[config.mk]
export PLATFORM = sky130hd
export DESIGN_NAME = if_fetch_ctrl
export DESIGN_NICKNAME = d
export VERILOG_FILES = /design/src/rtl/if_fetch_ctrl.sv
export SDC_FILE = /design/constraint.sdc
export NUM_CORES = 1
export LEC_CHECK = 0
export ABC_AREA = 1
export CORE_MARGIN = 10
export CORE_UTILIZATION = 57
export CTS_BUF_LIST = sky130_fd_sc_hd__clkbuf_16
export CTS_CLUSTER_SIZE = 40
export DETAILED_ROUTE_END_ITERATION = 10
export PLACE_DENSITY = 0.91
export SYNTH_ARGS = -nofsm -noshare
export SYNTH_HDL_FRONTEND = slang
export SYNTH_SLANG_ARGS = --single-unit
export TNS_END_PERCENT = 1
[constraint.sdc]
create_clock -name clk -period 2.2 [get_ports clk]
set_input_delay 0.66 -clock clk [delete_from_list [all_inputs] [get_ports clk]]
set_output_delay 0.66 -clock clk [all_outputs]
set_load 0.02 [all_outputs]
[src/rtl/if_fetch_ctrl.sv]
// if_fetch_ctrl: multi-word instruction fetch sequencer with MFC timeout and completion pulse
module if_fetch_ctrl #(
  parameter int WORDS   = 2,
  parameter int TIMEOUT = 16,
  parameter int WSEL_W  = 3,
  parameter int TO_W    = 8
) (
  input  logic              clk,
  input  logic              rst,
  input  logic              start,
  input  logic              done,
  input  logic              MFC,
  output logic              PC_Out,
  output logic              MAR_EN,
  output logic              mem_EN,
  output logic              mem_RW,
  output logic              MDR_EN_read,
  output logic              MDR_out,
  output logic              IR_EN,
  output logic [WSEL_W-1:0] IR_word_sel,
  output logic              PC_inc,
  output logic              busy,
  output logic              fetch_valid,
  output logic              fetch_err
);
  typedef enum logic [3:0] {IDLE, ADDR, LATCH, REQ, WAIT, CAPTURE, XFER, LOAD, DONE, ERR} state_t;
  localparam logic [WSEL_W-1:0] LAST    = WSEL_W'(WORDS - 1);
  localparam logic [TO_W-1:0]   TO_LAST = TO_W'(TIMEOUT > 0 ? TIMEOUT - 1 : 0);
  state_t state_q, state_d;
  logic [WSEL_W-1:0] idx_q, idx_d, sel_q, sel_d;
  logic [TO_W-1:0] cnt_q, cnt_d;
  logic [10:0] out_q, out_d;
  always_comb begin
    state_d = state_q;
    idx_d = idx_q;
    cnt_d = cnt_q;
    case (state_q)
      IDLE, ERR: if (start) begin state_d = ADDR; idx_d = '0; end
      ADDR: state_d = LATCH;
      LATCH: state_d = REQ;
      REQ: begin state_d = WAIT; cnt_d = '0; end
      WAIT:
        if (MFC) state_d = CAPTURE;
        else if (TIMEOUT != 0 && cnt_q == TO_LAST) state_d = ERR;
        else cnt_d = cnt_q + 1'b1;
      CAPTURE: state_d = XFER;
      XFER: state_d = LOAD;
      LOAD:
        if (idx_q == LAST) state_d = DONE;
        else begin state_d = ADDR; idx_d = idx_q + 1'b1; end
      default: state_d = IDLE;
    endcase
    if (done) begin
      state_d = IDLE;
      idx_d = '0;
      cnt_d = '0;
    end
    out_d = {state_d inside {ADDR, LATCH}, state_d == LATCH, state_d inside {REQ, WAIT, CAPTURE},
             state_d inside {WAIT, CAPTURE, XFER, LOAD}, state_d == CAPTURE, state_d inside {XFER, LOAD},
             state_d == LOAD, state_d == LOAD, !(state_d inside {IDLE, ERR}), state_d == DONE, state_d == ERR};
    sel_d = state_d inside {IDLE, DONE, ERR} ? '0 : idx_d;
  end
  always_ff @(posedge clk) begin
    if (rst) begin
      state_q <= IDLE;
      idx_q <= '0;
      cnt_q <= '0;
      out_q <= '0;
      sel_q <= '0;
    end else begin
      state_q <= state_d;
      idx_q <= idx_d;
      cnt_q <= cnt_d;
      out_q <= out_d;
      sel_q <= sel_d;
    end
  end
  assign {PC_Out, MAR_EN, mem_EN, mem_RW, MDR_EN_read, MDR_out, IR_EN, PC_inc, busy, fetch_valid, fetch_err} = out_q;
  assign IR_word_sel = sel_q;
endmodule

# --- Word-level counts from Yosys, hierarchy flattened ---
# Cells that the tools add are included.
word_totals:
  regBits: 29
  latchBits: 0
  mem_bits_rw: 0
  rom_bits: 0
  inputBits: 5
  out_inout_bits: 14
  word_cells: 55
  n_memories: 0
classes:
  addsub: 2
  n_mul: 0
  div_mod_pow: 0
  n_lt_le_gt_ge: 0
  n_eq_ne: 21
  n_shift: 0
  n_mux: 13
  bitwise_logic: 0
  reduce_logical: 14
ops:
  columns: ["op", "n"]
  rows:
  - ["== test 4 x 3 -> 1 bit (second input constant)", 8]
  - ["case mux 4 bit (8 select lines)", 1]
  - ["two-way mux 4 bit", 5]
  - ["== test 4 x 2 -> 1 bit (second input constant)", 4]
  - ["two-way mux 8 bit", 2]
  - ["case mux 8 bit (2 select lines)", 1]
  - ["== test 4 bit (second input constant)", 3]
  - ["two-way mux 3 bit", 3]
  - ["adder 8 x 1 -> 8 bit (second input constant)", 1]
  - ["== test 4 x 1 -> 1 bit (second input constant)", 2]
  - ["== test 8 x 4 -> 1 bit (second input constant)", 1]
  - ["logical NOT 4 bit", 2]
  - ["nonzero test 2 bit", 4]
  - ["case mux 3 bit (2 select lines)", 1]
  - ["nonzero test 3 bit", 2]
  - ["OR reduction 2 bit", 3]
  - ["inequality test 2 bit (second input constant)", 2]
  - ["nonzero test 4 bit", 1]
  - ["adder 3 x 1 -> 3 bit (second input constant)", 1]
  - ["== test 3 x 1 -> 1 bit (second input constant)", 1]
  - ["AND reduction 3 bit", 1]
  - ["logical NOT 1 bit", 1]

# --- Logic depth before layout (Yosys ltp) ---
logic_depth:
  depth_word: 8
  ltp_mapped: 14
  mapped_depth_nobuf: 14

# --- Worst setup path before layout ---
# OpenSTA, ideal clock, no wires.
synth_timing:
  kind: "input to register"
  startpoint: "input MFC"
  endpoint: "register sel_q[0], in the netlist IR_word_sel[0]"
  setup_ps: 121
  arrival_ps: 1514
  required_time_ps: 2079
  setup_slack_ps: 565
  stages: 8
  n_path_buf: 0
  cell_sequence: "or2_1 -> o21bai_1 -> nand2_1 -> nand3_2 -> a21oi_2 -> nand2_2 -> nand2_2 -> nor2_1"
synth_between:
  elab_chain_len: 6
  elab_cells_between_ends: 8
synth_lines:
  columns: ["element", "line_no", "rtl"]
  rows:
  - ["start, declared", "12", "input logic MFC,"]
  - ["two-way mux 4 bit (*)", "43", "if (MFC) state_d = CAPTURE;"]
  - ["case mux 4 bit (8 select lines) (*)", "37", "case (state_q)"]
  - ["two-way mux 4 bit (*)", "53", "if (done) begin"]
  - ["== test 4 bit / logical NOT 4 bit (equally long branches)", "61", "sel_d = state_d inside {IDLE, DONE, ERR} ? '0 : idx_d;"]
  - ["nonzero test 3 bit (*)", "61", null]
  - ["OR reduction 2 bit (no source line) (*)", null, null]
  - ["end signal, assigned", "75", "sel_q <= sel_d;"]
  - ["end, declared", "30", "logic [WSEL_W-1:0] idx_q, idx_d, sel_q, sel_d;"]
# Every way passes the cells marked *; elsewhere a longest branch is shown, timed or not.
# A chain may end at the register's enable or synchronous reset.

# --- Final worst setup path ---
# Same ends and word-level chain as after synthesis.

==> impl_results.md <==
- Worst Path Required: 2.35 ns
- Global-route wire length before repair: 6.02 mm
- # port buffers: 18
- Die Ht: ~70 um
- Cell area after placement: ~1600 um2
- Unrepaired setup endpoints after global routing: false
- Setup ws final: 0.266 ns
- Largest net degree at the start of global routing: 17
- Synth Register Bits: 28
- Wire length per cell: 13.5 um
- DP HPWL: 2.25 mm
- Share of the yosys chip area belonging to registers: approximately two fifths
- Gpl congestion: between 0.8 and 0.9
- Worst-case clock buffer depth: 2
- Area grow syn2layout: 23.6%
- Max-cap violations: 0
- Fin cells: between 200 and 300
- Iteration-0 DRC Markers: 144
- Gr ovfl total: 0
- Fmax: 0.517 GHz
- Worst slew pin tran: 0.301 ns
- Avg Cell Area, Syn: ~7 um2
- ANT nets after route: 0
- Kind of critical path: input pin to register
- Die Wd: 69.6 um
- Final Max Slew Viols: 0
- Core area: 2280 um2
- Min Tclk post-route: 1.93 ns
- Hold path depth: 2
- Cells after synthesis: 200
- CP Max Fanout: 4
- DRC viols: 0
- I/O pins: 19
- Hold buffer count at CTS: 0
- Setup Total Neg Slack: 0 ns
- Via Count: about 1300
- Cell variety after synth: 33
- Number of global-route vias before repair: 1359
- Synth async-reset ratio: 0%
- Post-cts resize count: 0
- Design area: approximately 1700 um2
- Skew-Pair Late Insertion Delay: 0.26 ns
- Setup crit start kind: input pin
- Clk slew on worst S/H paths: 0.07 ns
- Power Dens Cells: 664 nW/um2
- Final Skew: 0.00402 ns
- Worst Hold Class: register to register
- Initial antenna violation count: 0
- CTS buffer count: 3
- CTS tree: done
- Tot Pwr: between 1 and 1.5 mW
- Total GRT Usage: about 14%
- Main synth FF type: dfxtp_1
- Syn Nets: roughly 210
- Period utilization: 87.9%
- Final number of hold-violating endpoints: 0
- DRT Pass-1 Iters: 4
- Final setup fails: 0
- Crit path DAT: 2.08 ns
- Final hold slack: approximately 0.50 ns
- CTS root buf: clkbuf_16
- Final core utilization: between 70% and 80%
- Initial Util: 61.7%
- Status: finished, final reports clean
- Post-CTS Setup Bufs: 0
- Ys Warns: 0
- Reg2reg path depth: 10
- Leakage: between 0.7 and 0.8 nW
- Fillcell total: 150
- CTS Sinks: 28
- Worst Setup End Kind: register
- Placed cells: 247
- Number of flops mapped to enable cells by yosys: 0
- Nets: roughly 230
- Slew margin rel.: about four fifths
- DR vias/cell: 5.35
- Share of layout cells above drive strength 1: 15.2%
- Peak VDD IR: 0.597 mV
- CTS H-tree lvls: 1
- N_diodes: 0
- Pre-CTS WS: 0.0629 ns
- Core Rows: 17
- Total Wirelength: 3.38 mm
- Cell area after synthesis: ~1400 um2
- Area of the die: around 4800 um2
## critical path, stage by stage
cell and delay (ns):
clkdlybuf4s50_1 0.42, or2_1 0.23, o21bai_1 0.16, nand2_1 0.09, nand3_2 0.12, a21oi_2 0.22
nand2_2 0.08, nand2_2 0.07, nor2_1 0.04
## per-layer routing
layer / wire length, um / global-route usage (%) / up-vias / part of all wire, %
li1: - / - / 672 / -
met1: 1430 / 15.7 / 619 / 42
met2: 1620 / 25.3 / 40 / 48
met3: 260 / 4.42 / 11 / 7.7
met4: 74 / 4.57 / 0 / 2.2
met5: 0 / 0 / - / 0
## sequential cells by signal, indices dropped and copies added, names as in the netlist
register / cells
cnt_q: 8
idx_q: 3
state_q: 4
IR_word_sel: 3
out_q: 10
## Yosys cell counts, types with 3 or more instances
master / number / area [um2]
a21oi_1: 6 / 30.0
dfxtp_1: 28 / 561
ha_1: 3 / 37.5
inv_1: 22 / 82.6
inv_2: 6 / 22.5
nand2_1: 38 / 143
nand2_2: 8 / 50.1
nand3_1: 15 / 75.1
nand4_1: 4 / 25.0
nor2_1: 34 / 128
nor2_2: 5 / 31.3
nor3_1: 3 / 15.0
o21ai_1: 3 / 15.0
## cells in the final DEF (no fill, tap or decap), drive strengths merged
| master | count |
|---|---|
| o21ai | 6 |
| o21bai | 2 |
| clkdlybuf4s50 | 18 |
| nor3 | 4 |
| a21oi | 7 |
| bufinv | 1 |
| nor3b | 1 |
| buf | 3 |
| dfxtp | 28 |
| o211ai | 2 |
| ha | 3 |
| nor2 | 40 |
| xor2 | 2 |
| nand3 | 16 |
| nor4 | 1 |
| nand4 | 4 |
| clkinv | 1 |
| inv | 28 |
| nand2 | 47 |
| xnor2 | 1 |
| or2 | 5 |
| clkbuf | 3 |
## cell families (layout without fill, tap and decap cells)
family	Yosys count	after routing	share of synthesized area (%)
flip-flops	28	28	39.9
XOR/XNOR	3	3	1.87
AND/OR/NAND/NOR	118	118	39.7
buffers and inverters	31	54	8.56
AO/OA/AOI/OAI	17	17	7.31
adder cells (fa/ha/maj)	3	3	2.67
## final timing paths
kind	slack [ns]	end	from
max	0.27	IR_word_sel[0]$_SDFF_PP0_	MFC
min	0.50	cnt_q[6]$_SDFFE_PP0P_	cnt_q[6]$_SDFFE_PP0P_
max reg2reg	0.39	out_q[10]$_SDFF_PP0_	cnt_q[0]$_SDFFE_PP0P_
min reg2reg	0.50	cnt_q[6]$_SDFFE_PP0P_	cnt_q[6]$_SDFFE_PP0P_
## layout make-up
cell class | count | area [um2] | share of cell area [%]
clock buffers | 3 | 75.1 | 4.33
clock inverters | 1 | 30.0 | 1.73
inverters | 29 | 109 | 6.27
multi-input cells | 141 | 723 | 41.7
flip-flops and latches | 28 | 561 | 32.3
well taps | 28 | 35.0 | 2.02
repair buffers | 21 | 203 | 11.7
## where the power goes
| part | internal, mW | switching [mW] |
|---|---|---|
| clock network | 0.362 | 0.175 |
| logic | 0.0377 | 0.0607 |
| registers | 0.512 | 0.00496 |
No activity file was read; power rests on OpenSTA's default activity.
